--- config.mk ---
export PLATFORM = sky130hd
export DESIGN_NAME = tri_load_ctrl
export DESIGN_NICKNAME = d
export VERILOG_FILES = /design/src/rtl/tri_pkg.sv /design/src/rtl/tri_bit_shifter.sv /design/src/rtl/tri_load_ctrl.sv
export SDC_FILE = /design/constraint.sdc
export NUM_CORES = 1
export LEC_CHECK = 0
export CAP_MARGIN = 10
export CORE_MARGIN = 3
export CORE_UTILIZATION = 26
export CTS_CLUSTER_DIAMETER = 60
export DETAILED_ROUTE_END_ITERATION = 10
export HOLD_SLACK_MARGIN = 0.1
export SETUP_SLACK_MARGIN = 0.4
export SYNTH_ARGS = -nofsm -noshare
export SYNTH_HDL_FRONTEND = slang
export SYNTH_SLANG_ARGS = --single-unit
--- constraint.sdc ---
create_clock -name clk -period 1.7 [get_ports clk]
set_input_delay 0.255 -clock clk [delete_from_list [all_inputs] [get_ports clk]]
set_output_delay 0.255 -clock clk [all_outputs]
set_load 0.03 [all_outputs]
--- src/rtl/tri_pkg.sv ---
// Shared definitions for the triangle record loader: default geometry,
// controller state encoding and vertex/component slot indices.
package tri_pkg;

  localparam int WORD_W_DEF    = 16;
  localparam int NUM_WORDS_DEF = 9;

  typedef enum logic [1:0] {
    IDLE = 2'd0,
    RECV = 2'd1,
    HOLD = 2'd2
  } tri_state_e;

  // Slot k of the record: vertex v, component c -> k = 3*v + c
  localparam int VX0 = 0;
  localparam int VY0 = 1;
  localparam int VZ0 = 2;
  localparam int VX1 = 3;
  localparam int VY1 = 4;
  localparam int VZ1 = 5;
  localparam int VX2 = 6;
  localparam int VY2 = 7;
  localparam int VZ2 = 8;

  // Slot index of component comp (0=x,1=y,2=z) of vertex vtx
  function automatic int slot_idx(input int vtx, input int comp);
    return vtx * 3 + comp;
  endfunction

endpackage

--- src/rtl/tri_bit_shifter.sv ---
// Serial-to-parallel word assembler: collects WORD_W bits MSB first and
// pulses o_word_done on the strobe that carries the final bit, presenting
// the completed word on o_word in that same cycle.
module tri_bit_shifter
  import tri_pkg::*;
#(
  parameter int WORD_W = WORD_W_DEF
) (
  input  logic              clk,
  input  logic              rst,
  input  logic              i_clr,
  input  logic              i_shift,
  input  logic              i_bit,
  output logic [WORD_W-1:0] o_word,
  output logic              o_word_done
);

  localparam int BC_W = (WORD_W > 1) ? $clog2(WORD_W) : 1;

  // Only the WORD_W-1 earlier bits need storing; the last bit of a word
  // is taken straight from the serial input when the word completes.
  logic [WORD_W-2:0] r_shift;
  logic [BC_W-1:0]   r_bit_cnt;
  logic              w_last_bit;

  assign w_last_bit  = (r_bit_cnt == BC_W'(WORD_W - 1));
  assign o_word      = {r_shift, i_bit};
  assign o_word_done = i_shift && w_last_bit;

  // Shift in one bit per strobe and count bit position within the word
  always_ff @(posedge clk) begin
    if (rst) begin
      r_shift   <= '0;
      r_bit_cnt <= '0;
    end else begin
      if (i_shift) begin
        r_shift <= o_word[WORD_W-2:0];
      end
      if (i_clr) begin
        r_bit_cnt <= '0;
      end else if (i_shift) begin
        r_bit_cnt <= w_last_bit ? '0 : r_bit_cnt + 1'b1;
      end
    end
  end

endmodule

--- src/rtl/tri_load_ctrl.sv ---
// Triangle record loader: arms on start, assembles NUM_WORDS serial words
// into a parallel record, holds it under a valid/ready handshake and flags
// serial strobes that arrive while not receiving (sticky overrun).
// Optional build macro TRI_CHECKSUM_EN: an extra XOR checksum word follows
// the data words and a mismatch is reported on tri_err.
module tri_load_ctrl
  import tri_pkg::*;
#(
  parameter int WORD_W    = WORD_W_DEF,
  parameter int NUM_WORDS = NUM_WORDS_DEF
) (
  input  logic                        clk,
  input  logic                        rst,
  input  logic                        ser_in,
  input  logic                        ser_en,
  input  logic                        start,
  input  logic                        tri_ready,
  output logic                        tri_valid,
  output logic [NUM_WORDS*WORD_W-1:0] tri_data,
  output logic                        tri_err,
  output logic                        busy,
  output logic                        overrun
);

  localparam int WC_W = $clog2(NUM_WORDS + 1);

`ifdef TRI_CHECKSUM_EN
  localparam int LAST_IDX = NUM_WORDS;      // checksum word follows the data
`else
  localparam int LAST_IDX = NUM_WORDS - 1;
`endif

  localparam logic [1:0] ST_IDLE = IDLE;
  localparam logic [1:0] ST_RECV = RECV;
  localparam logic [1:0] ST_HOLD = HOLD;

  logic [1:0]                  r_state;
  logic [WC_W-1:0]             r_word_cnt;
  logic [NUM_WORDS*WORD_W-1:0] r_data;
  logic                        r_overrun;

  logic              w_shift;
  logic              w_clr;
  logic              w_handshake;
  logic              w_word_done;
  logic              w_last_word;
  logic [WORD_W-1:0] w_word;

  assign w_shift     = ser_en && (r_state == ST_RECV);
  assign w_handshake = (r_state == ST_HOLD) && tri_ready;
  // Counters restart whenever a new capture is armed, including the
  // back-to-back case where the handshake and start share a cycle.
  assign w_clr       = start && ((r_state == ST_IDLE) || w_handshake);
  assign w_last_word = w_word_done && (r_word_cnt == WC_W'(LAST_IDX));

  tri_bit_shifter #(
    .WORD_W (WORD_W)
  ) u_shifter (
    .clk         (clk),
    .rst         (rst),
    .i_clr       (w_clr),
    .i_shift     (w_shift),
    .i_bit       (ser_in),
    .o_word      (w_word),
    .o_word_done (w_word_done)
  );

  // Controller state: arm, receive, hold until accepted
  always_ff @(posedge clk) begin
    if (rst) begin
      r_state <= ST_IDLE;
    end else begin
      case (r_state)
        ST_IDLE: if (start)       r_state <= ST_RECV;
        ST_RECV: if (w_last_word) r_state <= ST_HOLD;
        ST_HOLD: if (w_handshake) r_state <= start ? ST_RECV : ST_IDLE;
        default:                  r_state <= ST_IDLE;
      endcase
    end
  end

  // Word index within the record; frozen on the final word so it never
  // needs a value beyond NUM_WORDS
  always_ff @(posedge clk) begin
    if (rst) begin
      r_word_cnt <= '0;
    end else if (w_clr) begin
      r_word_cnt <= '0;
    end else if (w_word_done && !w_last_word) begin
      r_word_cnt <= r_word_cnt + 1'b1;
    end
  end

  // Write each completed data word into its slot; old slots persist until
  // overwritten by the next capture
  always_ff @(posedge clk) begin
    if (rst) begin
      r_data <= '0;
    end else if (w_word_done) begin
      for (int k = 0; k < NUM_WORDS; k++) begin
        if (r_word_cnt == WC_W'(k)) begin
          r_data[k*WORD_W +: WORD_W] <= w_word;
        end
      end
    end
  end

  // Sticky flag for strobes that arrive outside RECV; those bits are dropped
  always_ff @(posedge clk) begin
    if (rst) begin
      r_overrun <= 1'b0;
    end else if (ser_en && (r_state != ST_RECV)) begin
      r_overrun <= 1'b1;
    end
  end

`ifdef TRI_CHECKSUM_EN
  logic [WORD_W-1:0] r_csum;
  logic              r_err;

  // Running XOR of data words; compare with the checksum word at its end
  always_ff @(posedge clk) begin
    if (rst) begin
      r_csum <= '0;
      r_err  <= 1'b0;
    end else begin
      if (w_clr) begin
        r_csum <= '0;
      end else if (w_word_done && (r_word_cnt < WC_W'(NUM_WORDS))) begin
        r_csum <= r_csum ^ w_word;
      end
      if (w_last_word) begin
        r_err <= (r_csum != w_word);
      end
    end
  end

  assign tri_err = r_err;
`else
  assign tri_err = 1'b0;
`endif

  assign tri_valid = (r_state == ST_HOLD);
  assign busy      = (r_state == ST_RECV) || (r_state == ST_HOLD);
  assign tri_data  = r_data;
  assign overrun   = r_overrun;

endmodule

==> flow_summary.json, run 1 <==
{
  "status": "completed",
  "cpMaxStageDelayCell": "or4b_4",
  "seq_area_um2": 3420,
  "min_period_over_period_pct": 99.0,
  "track_usage_pct": 16.2,
  "rsz0062_at_grt": "true",
  "numCtsBuffers": 17,
  "ys_types": 34,
  "core_um2": 23700,
  "clkTransAtPathRegs_ns": 0.07,
  "synth_edf_count": 0,
  "slew_headroom_pct": 44.5,
  "dieHeight_um": 162,
  "final_cell_mix": "nand2_1 (283), dfxtp_1 (163), a21oi_1 (140), buf_2 (133), buf_4 (45)",
  "clk-insertion-delay-late_ns": 0.43,
  "hold_violations": 0,
  "ant_nets": 0,
  "n_fill_cell": 2459,
  "grt_max_degree": 112,
  "required_ns": 1.98,
  "fin_skew_ns": 0.0135,
  "antenna_found_initial": 0,
  "vias": 6019,
  "cts_root_buffer": "clkbuf_16",
  "overflow": 0,
  "drive_gt1_share_pct": 36.4,
  "io_buffers": 152,
  "hpwlAfterDp_um": 14200,
  "drtIter0Drc": 396,
  "setup_viol": 0,
  "grt_first_pass_wirelength_um": 32600,
  "drt-total-wl_um": 22400,
  "ir_drop_v": 0.000653,
  "total_power_uw": 8880,
  "holdPathStages": 2,
  "ys.warnings.count": 0,
  "synthCells": 798,
  "layout_commonest_cell": "nand2_1",
  "cts_tree": "yes",
  "rows": 56,
  "worst-path-max-fanout": 8,
  "place_ws_ns": -0.305,
  "fin_nets": 993,
  "period_needed_ns": 1.68,
  "routedWlPerCell_um": 17.1,
  "grt_pass1_vias": 5398,
  "start_util_pct": 26.7,
  "cts_buffer_depth": 2,
  "tightest_slew_ns": 0.832,
  "die_area_um2": 26200,
  "n_antenna_cell": 0,
  "p_leak_uw": 0.00359,
  "worst_setup_path_start_kind": "flip-flop",
  "power_density_nw_per_um2": 970,
  "slew_viol_final": 0,
  "io_pins": 154,
  "setup_slack_ns": 0.0178,
  "drc_errors": 0,
  "synthFlopType": "dfxtp_1",
  "multi_input_comb_area_um2": 2990,
  "cts.sinks": 170,
  "end_kind": "flip-flop",
  "place_congestion": 0.795,
  "synthArstFlopShare_pct": 0,
  "syn_area_per_cell_um2": 7.91,
  "synth_nets": 814,
  "h-tree-depth": 4,
  "critPathKind": "flip-flop to flip-flop",
  "cap_violations": 0,
  "r2r_cells": 7,
  "die_w_um": 162,
  "synth.ff_latch_count": 170,
  "fmax_mhz": 594,
  "synth_area_um2": 6310,
  "crit_path_cell_trace": "inv_2 -> ha_4 -> nand2_4 -> or4b_4 -> buf_12 -> nand2_2 -> a21oi_1",
  "area_delta_synth_final_pct": 44.9,
  "crit_arrival_ns": 1.96,
  "ys_seq_area_share_pct": 53.9,
  "via_per_inst": 4.60,
  "slowest_delay_ns": 0.57,
  "hold_class": "flip-flop to flip-flop",
  "drt_pass1_iterations": 5
}
[worst max-delay path: cells and delay by family, from the launching register on]
family,cells,cell delay [ns]
compound gates,1,0.05
fa+ha+maj,1,0.18
buf+inv,2,0.27
flops,1,0.33
simple gates,3,0.70
[what timing repair did]
| item | 4_1_cts | 5_1_grt |
|---|---|---|
| endpoints found under the setup margin | 316 | 183 |
| endpoints found under the hold margin | 1 | 0 |
| cloned | 3 | 3 |
| resized for setup | 756 | 119 |
| pin swaps | 29 | 47 |
| hold buffers | 1 | 0 |
| buffers inserted | 5 | 10 |
[path summary, 6_finish.rpt]
kind                                    start             to  slack [ns]
worst max register to register  r_word_cnt[0]  tri_data[135]        0.02
worst min-delay path              tri_data[9]    tri_data[9]        0.45
worst max-delay path            r_word_cnt[0]  tri_data[135]        0.02
worst min register to register    tri_data[9]    tri_data[9]        0.45
[cell usage after synthesis (all sizes together) (2+ instances only)]
| cell type | count | share of area [%] |
|---|---|---|
| dfxtp | 170 | 54 |
| buf | 25 | 2.1 |
| and4 | 8 | 1.1 |
| nand2b | 3 | 0.30 |
| nand4 | 9 | 1.1 |
| ha | 10 | 2.0 |
| xnor2 | 2 | 0.28 |
| xor2 | 2 | 0.28 |
| nor2 | 7 | 0.42 |
| nand3 | 2 | 0.16 |
| nor3 | 2 | 0.16 |
| nand2 | 327 | 19 |
| clkbuf | 43 | 2.6 |
| mux2i | 2 | 0.32 |
| inv | 6 | 0.36 |
| a21oi | 164 | 13 |
[metal layers]
metal	GRT usage (%)	vias up	wire [µm]
met5	0	-	0
met4	5.16	0	458
met3	5.51	30	1690
met2	24.0	181	10100
met1	22.3	2860	10200
li1	-	2948	-
[logic make-up (layout without fill, tap and decap cells)]
family          Yosys count  after routing  share of synthesized area, %
buf+inv                  74            266                          4.98
mux                       3              3                         0.496
other cells               1              1                        0.0594
xor+xnor                  4              4                         0.555
compound gates          169            169                          13.7
fa+ha+maj                10             10                          1.98
flops                   170            170                          53.9
simple gates            367            367                          24.3
[where the power goes]
part	switching (µW)	total, µW	internal (µW)
Clock	1720	3920	2200
Sequential	27.5	4040	4020
Combinational	460	909	449
Total	2210	8880	6670
[cell type report]
| class | count | share of cell area [%] |
|---|---|---|
| clock buffer | 19 | 4.73 |
| clock inverter | 13 | 1.75 |
| inverter | 6 | 0.274 |
| multi-input combinational | 554 | 32.7 |
| sequential | 170 | 37.4 |
| tap | 319 | 4.36 |
| timing repair buffer | 228 | 18.8 |
[metrics by stage]
step           cells  setup TNS, ns  hold WS (ns)  util, %  area, µm²
2_1_floorplan    798        -0.0215         0.400        -       6510
3_3_place_gp    1255         -32.46         0.439     36.1       8550
3_5_place_dp    1255         -36.50         0.443     36.1       8550
4_1_cts         1296              0         0.449     36.4       8620
5_1_grt         1309         -0.109         0.464     38.6       9150
6_report        1309              0         0.447     38.6       9150
[registers in the layout, indices dropped and copies added (netlist names)]
name / count
r_state: 2
overrun: 1
r_word_cnt: 4
tri_data: 144
u_shifter.r_bit_cnt: 4
u_shifter.r_shift: 15
Note: power is estimated with default switching activity, not from simulation.
==> inputs of run 2 (changes only) <==
--- a/config.mk
+++ b/config.mk
@@ -6,11 +6,15 @@
 export NUM_CORES = 1
 export LEC_CHECK = 0
 export CAP_MARGIN = 10
+export CELL_PAD_IN_SITES_DETAIL_PLACEMENT = 0
+export CELL_PAD_IN_SITES_GLOBAL_PLACEMENT = 1
 export CORE_MARGIN = 3
 export CORE_UTILIZATION = 26
 export CTS_CLUSTER_DIAMETER = 60
 export DETAILED_ROUTE_END_ITERATION = 10
+export GPL_TIMING_DRIVEN = 1
 export HOLD_SLACK_MARGIN = 0.1
+export PLACE_DENSITY_LB_ADDON = 0.1
 export SETUP_SLACK_MARGIN = 0.4
 export SYNTH_ARGS = -nofsm -noshare
 export SYNTH_HDL_FRONTEND = slang
==> run 2 against run 1 <==
Effect of this change:
- clock power is 6.1% higher
- critical path depth unchanged
- via count shrank 3.5%
- total power grew 0.81%
- utilization fell by 1.5 points
- combinational power fell by 19%
- clock-buffer cell count down 1
- first-iteration DRC count shrank 18%
- maximum frequency up 3.4%
- sequential share of layout area grew 1.4 points
- critical endpoint is now tri_data[142]
- highest routed layer unchanged
==> flow_summary.json, run 2 (synthesis gave the netlist of run 1 again) <==
{
  "status": "completed",
  "clkTransAtPathRegs_ns": 0.07,
  "rsz0062_at_grt": "true",
  "dp.cells": 1254,
  "cts_buffer_depth": 2,
  "io_pins": 154,
  "cts.sinks": 170,
  "drive_gt1_share_pct": 30.9,
  "cap_violations": 0,
  "crit_arrival_ns": 1.94,
  "vias": 5808,
  "dieHeight_um": 162,
  "via_per_inst": 4.49,
  "clk-insertion-delay-late_ns": 0.43,
  "grt_max_degree": 57,
  "cts_tree": "yes",
  "design_area_um2": 8800,
  "place_ws_ns": -0.260,
  "routedWlPerCell_um": 17.8,
  "layout_commonest_cell": "nand2_1",
  "critPathKind": "flip-flop to flip-flop",
  "antenna_found_initial": 0,
  "crit_path_cell_trace": "inv_2 -> ha_4 -> nand2_2 -> or4b_4 -> buf_12 -> nand2_1 -> a21oi_1",
  "die_w_um": 162,
  "fmax_mhz": 615,
  "r2r_cells": 7,
  "grt_pass1_vias": 5668,
  "cpMaxStageDelayCell": "or4b_4",
  "placed_cell_area_um2": 8590,
  "numCtsBuffers": 17,
  "fin_nets": 977,
  "seq_area_um2": 3410,
  "total_power_uw": 8950,
  "ant_nets": 0,
  "drc_errors": 0,
  "overflow": 0,
  "io_buffers": 152,
  "ir_drop_v": 0.000667,
  "start_util_pct": 26.7,
  "n_fill_cell": 2580,
  "slowest_delay_ns": 0.54,
  "holdPathStages": 2,
  "drt-total-wl_um": 23000,
  "core_um2": 23700,
  "end_kind": "flip-flop",
  "n_antenna_cell": 0,
  "grt_first_pass_wirelength_um": 34100,
  "hold_violations": 0,
  "final_cell_mix": "nand2_1 (325), dfxtp_1 (164), buf_2 (141), a21oi_1 (135), buf_4 (39)",
  "place_congestion": 0.717,
  "tightest_slew_ns": 0.716,
  "rows": 56,
  "hold_class": "input pin to flip-flop",
  "largest_reg_flops": 144,
  "track_usage_pct": 17.0,
  "p_leak_uw": 0.00344,
  "fin_cells": 1293,
  "worst-path-max-fanout": 16,
  "slew_headroom_pct": 52.2,
  "multi_input_comb_area_um2": 2810,
  "worst_setup_path_start_kind": "flip-flop",
  "fin_skew_ns": 0.0103,
  "area_delta_synth_final_pct": 39.4,
  "required_ns": 2.01,
  "cts_root_buffer": "clkbuf_16",
  "h-tree-depth": 4,
  "drt_pass1_iterations": 4,
  "drtIter0Drc": 325,
  "post-route-util_pct": 37.2,
  "setup_viol": 0,
  "power_density_nw_per_um2": 1020,
  "period_needed_ns": 1.63,
  "hpwlAfterDp_um": 14800,
  "slew_viol_final": 0,
  "die_area_um2": 26200,
  "min_period_over_period_pct": 95.7,
  "setup_slack_ns": 0.0733
}
[run 2: cell types whose count changed in the layout (fill, tap and decap cells not counted), moves of 5 or more]
cell,previous run,this run
a21oi_2,24,29
buf_6,15,7
a21oi_1,140,135
buf_2,133,141
nand2_2,35,2
nand2_4,9,0
clkbuf_4,9,0
nand2_1,283,325
buf_4,45,39
[run 2: worst max-delay path, delay by kind of cell, from the launching register on]
family / cells / cell delay [ns]
simple gates: 3 / 0.71
fa+ha+maj: 1 / 0.16
flops: 1 / 0.32
buf+inv: 2 / 0.27
compound gates: 1 / 0.05
[run 2: timing repair]
item,in CTS,in global routing
pin swaps,14,29
endpoints found under the setup margin,316,179
hold buffers,0,0
buffers inserted,2,3
cloned,0,2
resized for setup,744,39
[run 2: final cells by class]
| cell class | count | area share (%) |
|---|---|---|
| clock buffers | 18 | 4.99 |
| inverters | 6 | 0.256 |
| flip-flops and latches | 170 | 38.8 |
| well taps | 319 | 4.54 |
| multi-input cells | 554 | 31.9 |
| clock inverters | 14 | 2.10 |
| repair buffers | 212 | 17.4 |
[run 2: per-stage QoR]
step / setup TNS, ns / hold slack [ns]
finish: 0 / 0.183
global route: -0.00872 / 0.193
CTS: 0 / 0.169
detailed placement: -27.20 / 0.445
global placement: -26.12 / 0.439
floorplan: -0.0215 / 0.400
[run 2: worst paths after layout]
kind              endpoint     startpoint  slack, ns
max          tri_data[142]  r_word_cnt[0]       0.07
min reg2reg   tri_data[72]   tri_data[72]       0.45
max reg2reg  tri_data[142]  r_word_cnt[0]       0.07
min           tri_data[52]            rst       0.18
[run 2: where the power goes]
group          internal (µW)  total, µW  switching, µW
Sequential              4020       4050           34.5
Clock                   2390       4160           1770
Combinational            334        738            405
[run 2: routing by layer]
| layer | wire length [µm] | GRT usage [%] |
|---|---|---|
| met1 | 10500 | 22.6 |
| met2 | 11200 | 28.4 |
| met3 | 990 | 3.21 |
| met4 | 308 | 4.61 |
| met5 | 0 | 0 |
==> inputs of run 3 (changes only) <==
--- a/config.mk
+++ b/config.mk
@@ -5,6 +5,7 @@
 export SDC_FILE = /design/constraint.sdc
 export NUM_CORES = 1
 export LEC_CHECK = 0
+export ABC_AREA = 1
 export CAP_MARGIN = 10
 export CELL_PAD_IN_SITES_DETAIL_PLACEMENT = 0
 export CELL_PAD_IN_SITES_GLOBAL_PLACEMENT = 1
==> run 3 against run 2 <==
Effect of this change:
- critical path depth increased by 2
- cell area rose by 9.0%
- final cell count up 4.0%
- clock power shrank 3%
- critical path type unchanged
- sequential power is 6.7% higher
- area after synthesis rose by 2.8%
- die area up 2.7%
- combinational power rose by 84%
==> flow_summary.json, run 3 <==
{
  "synth_edf_count": 0,
  "ys_types": 25,
  "dieHeight_um": 164,
  "drc_errors": 0,
  "rrSetupSlack_ns": 0.10,
  "hpwlAfterDp_um": 15100,
  "ys_top_cells_by_area": "dfxtp_1 (52%), a21oi_1 (11%), nand3_1 (10%)",
  "antenna_found_initial": 0,
  "synthFlopType": "dfxtp_1",
  "required_ns": 2.04,
  "routedWlPerCell_um": 18.3,
  "period_needed_ns": 1.60,
  "fmax_mhz": 626,
  "track_usage_pct": 17.5,
  "syn_area_per_cell_um2": 7.92,
  "die_w_um": 164,
  "place_congestion": 0.781,
  "synth.ff_latch_count": 170,
  "area_delta_synth_final_pct": 47.7,
  "overflow": 0,
  "cp_top_family": "buffers and inverters",
  "grt_max_degree": 130,
  "ant_nets": 0,
  "p_leak_uw": 0.00378,
  "largest_reg_flops": 144,
  "vias": 6245,
  "holdCritStartpoint": "rst",
  "worst-path-buf-inv": 4,
  "hold_buffers": 0,
  "synthCells": 820,
  "post-route-util_pct": 39.2,
  "synthArstFlopShare_pct": 0,
  "end_kind": "flip-flop",
  "tightest_slew_ns": 0.781,
  "ys_seq_area_share_pct": 52.4,
  "layout_commonest_cell": "dfxtp_1",
  "fin_skew_ns": 0.0139,
  "synth_commonest_cells": "dfxtp_1 (170), nand2_1 (143), a21oi_1 (137)",
  "ys.warnings.count": 0,
  "cap_violations": 0,
  "drive_gt1_share_pct": 35.5,
  "min_period_over_period_pct": 94.0,
  "cts_tree": "yes",
  "clk-insertion-delay-late_ns": 0.43,
  "numCtsBuffers": 17,
  "synth_area_um2": 6490,
  "io_pins": 154,
  "fin_nets": 1024,
  "clkTransAtPathRegs_ns": 0.07,
  "cts.sinks": 170,
  "core_um2": 24500,
  "r2r_cells": 9,
  "drt-total-wl_um": 24600,
  "worst-path-max-fanout": 8,
  "rr_endpoint": "tri_data[2]",
  "io_buffers": 152,
  "final_cell_mix": "dfxtp_1 (164), buf_2 (145), nand2_1 (126), a21oi_1 (126), nand3_1 (105)",
  "rows": 57,
  "ir_drop_v": 0.000554,
  "slowest_delay_ns": 0.37,
  "via_per_inst": 4.64,
  "n_antenna_cell": 0,
  "rsz0062_at_grt": "true",
  "synth_most_common_cell": "dfxtp_1",
  "dp.cells": 1273,
  "status": "completed",
  "grt_first_pass_wirelength_um": 35800,
  "setup_viol": 0,
  "h-tree-depth": 4,
  "hold_violations": 0,
  "die_area_um2": 26900,
  "cpMaxStageDelayCell": "dfxtp_4",
  "holdPathStages": 3,
  "yosys.area.top_type_share_pct": 52.4,
  "crit_arrival_ns": 1.94,
  "power_density_nw_per_um2": 1010,
  "setup_tns_ns": 0,
  "n_fill_cell": 2553,
  "crit_path_cell_trace": "ha_4 -> nand3_4 -> nor2_4 -> buf_6 -> buf_12 -> buf_8 -> buf_16 -> nand3_4 -> a21oi_2",
  "min_to": "overrun",
  "worst_setup_path_start_kind": "flip-flop",
  "cts_root_buffer": "clkbuf_16",
  "drt_pass1_iterations": 5,
  "critPathKind": "flip-flop to flip-flop",
  "fin_cells": 1345,
  "yosysTopAreaCell": "dfxtp_1",
  "grt_pass1_vias": 5767,
  "hold_class": "input pin to flip-flop",
  "drtIter0Drc": 466,
  "slew_viol_final": 0,
  "r2r_start": "u_shifter.r_bit_cnt[0]",
  "cts_buffer_depth": 2,
  "synth_nets": 836,
  "cpMostUsedCell": "nand3_4",
  "start_util_pct": 26.5,
  "slew_headroom_pct": 47.9
}
-- run 3: logic make-up (layout without fill, tap and decap cells) --
logic type      after synthesis  count (layout)  synth area share [%]
xor+xnor                      3               3                 0.405
other cells                   1               1                0.0578
flops                       170             170                  52.4
compound gates              175             175                  13.6
fa+ha+maj                    10              10                  1.93
simple gates                369             374                  24.8
buf+inv                      92             288                  6.75
-- run 3: layer usage --
layer  wire length, µm  GRT usage, %  vias to the layer above
li1                  -             -                     3122
met5                 0             0                        -
met4               208          3.69                        0
met3              1140          3.33                       12
met1             11900          25.9                     2952
met2             11300          26.3                      159
-- run 3: how the worst max path moves through the flow --
stage,cells past startpoint,slack [ns],endpoint,from
after global placement,8,-0.12,tri_data[15],ser_en
after floorplan,8,0.32,tri_data[49],u_shifter.r_bit_cnt[1]
after CTS,6,0.12,tri_data[119],r_word_cnt[1]
after detailed placement,8,-0.15,tri_data[10],ser_en
final,9,0.10,tri_data[2],u_shifter.r_bit_cnt[0]
after global routing,9,0.05,tri_data[2],u_shifter.r_bit_cnt[0]
-- run 3: metrics by stage --
stage	instance area, µm²	setup slack [ns]	power, µW	hold slack [ns]
after global routing	9590	0.0451	10100	0.416
after global placement	8620	-0.122	5600	0.450
final	9590	0.102	9720	0.320
after CTS	8910	0.116	9720	0.372
after detailed placement	8620	-0.154	5600	0.452
after floorplan	6630	0.315	4970	0.400
-- run 3: repair_timing --
item                                    in CTS  in global routing
pin swaps                                   21                 54
cloned                                       7                 11
gates resized for setup                    765                 90
buffers inserted                            12                 10
hold endpoints to repair                     0                  0
endpoints found under the setup margin     316                182
-- run 3: where the power goes --
group / internal [µW] / total [µW] / switching (µW)
combinational: 499 / 1360 / 861
sequential: 4100 / 4320 / 220
clock: 2260 / 4040 / 1780
-- run 3: layout make-up --
| class | instances | area, µm² | area share [%] |
|---|---|---|---|
| clock inverters | 13 | 158 | 1.64 |
| well taps | 324 | 405 | 4.23 |
| repair buffers | 234 | 1920 | 20.1 |
| multi-input cells | 563 | 3150 | 32.9 |
| clock buffers | 19 | 443 | 4.62 |
| flip-flops and latches | 170 | 3420 | 35.6 |
| inverters | 22 | 91.3 | 0.952 |
-- run 3: worst register-to-register path: cells and delay by family (launching register included) --
family | cells | cell delay, ns
adders and majority gates | 1 | 0.15
DFF | 1 | 0.37
and+or+nand+nor | 3 | 0.31
buffers and inverters | 4 | 0.53
AOI/OAI and AO/OA | 1 | 0.16
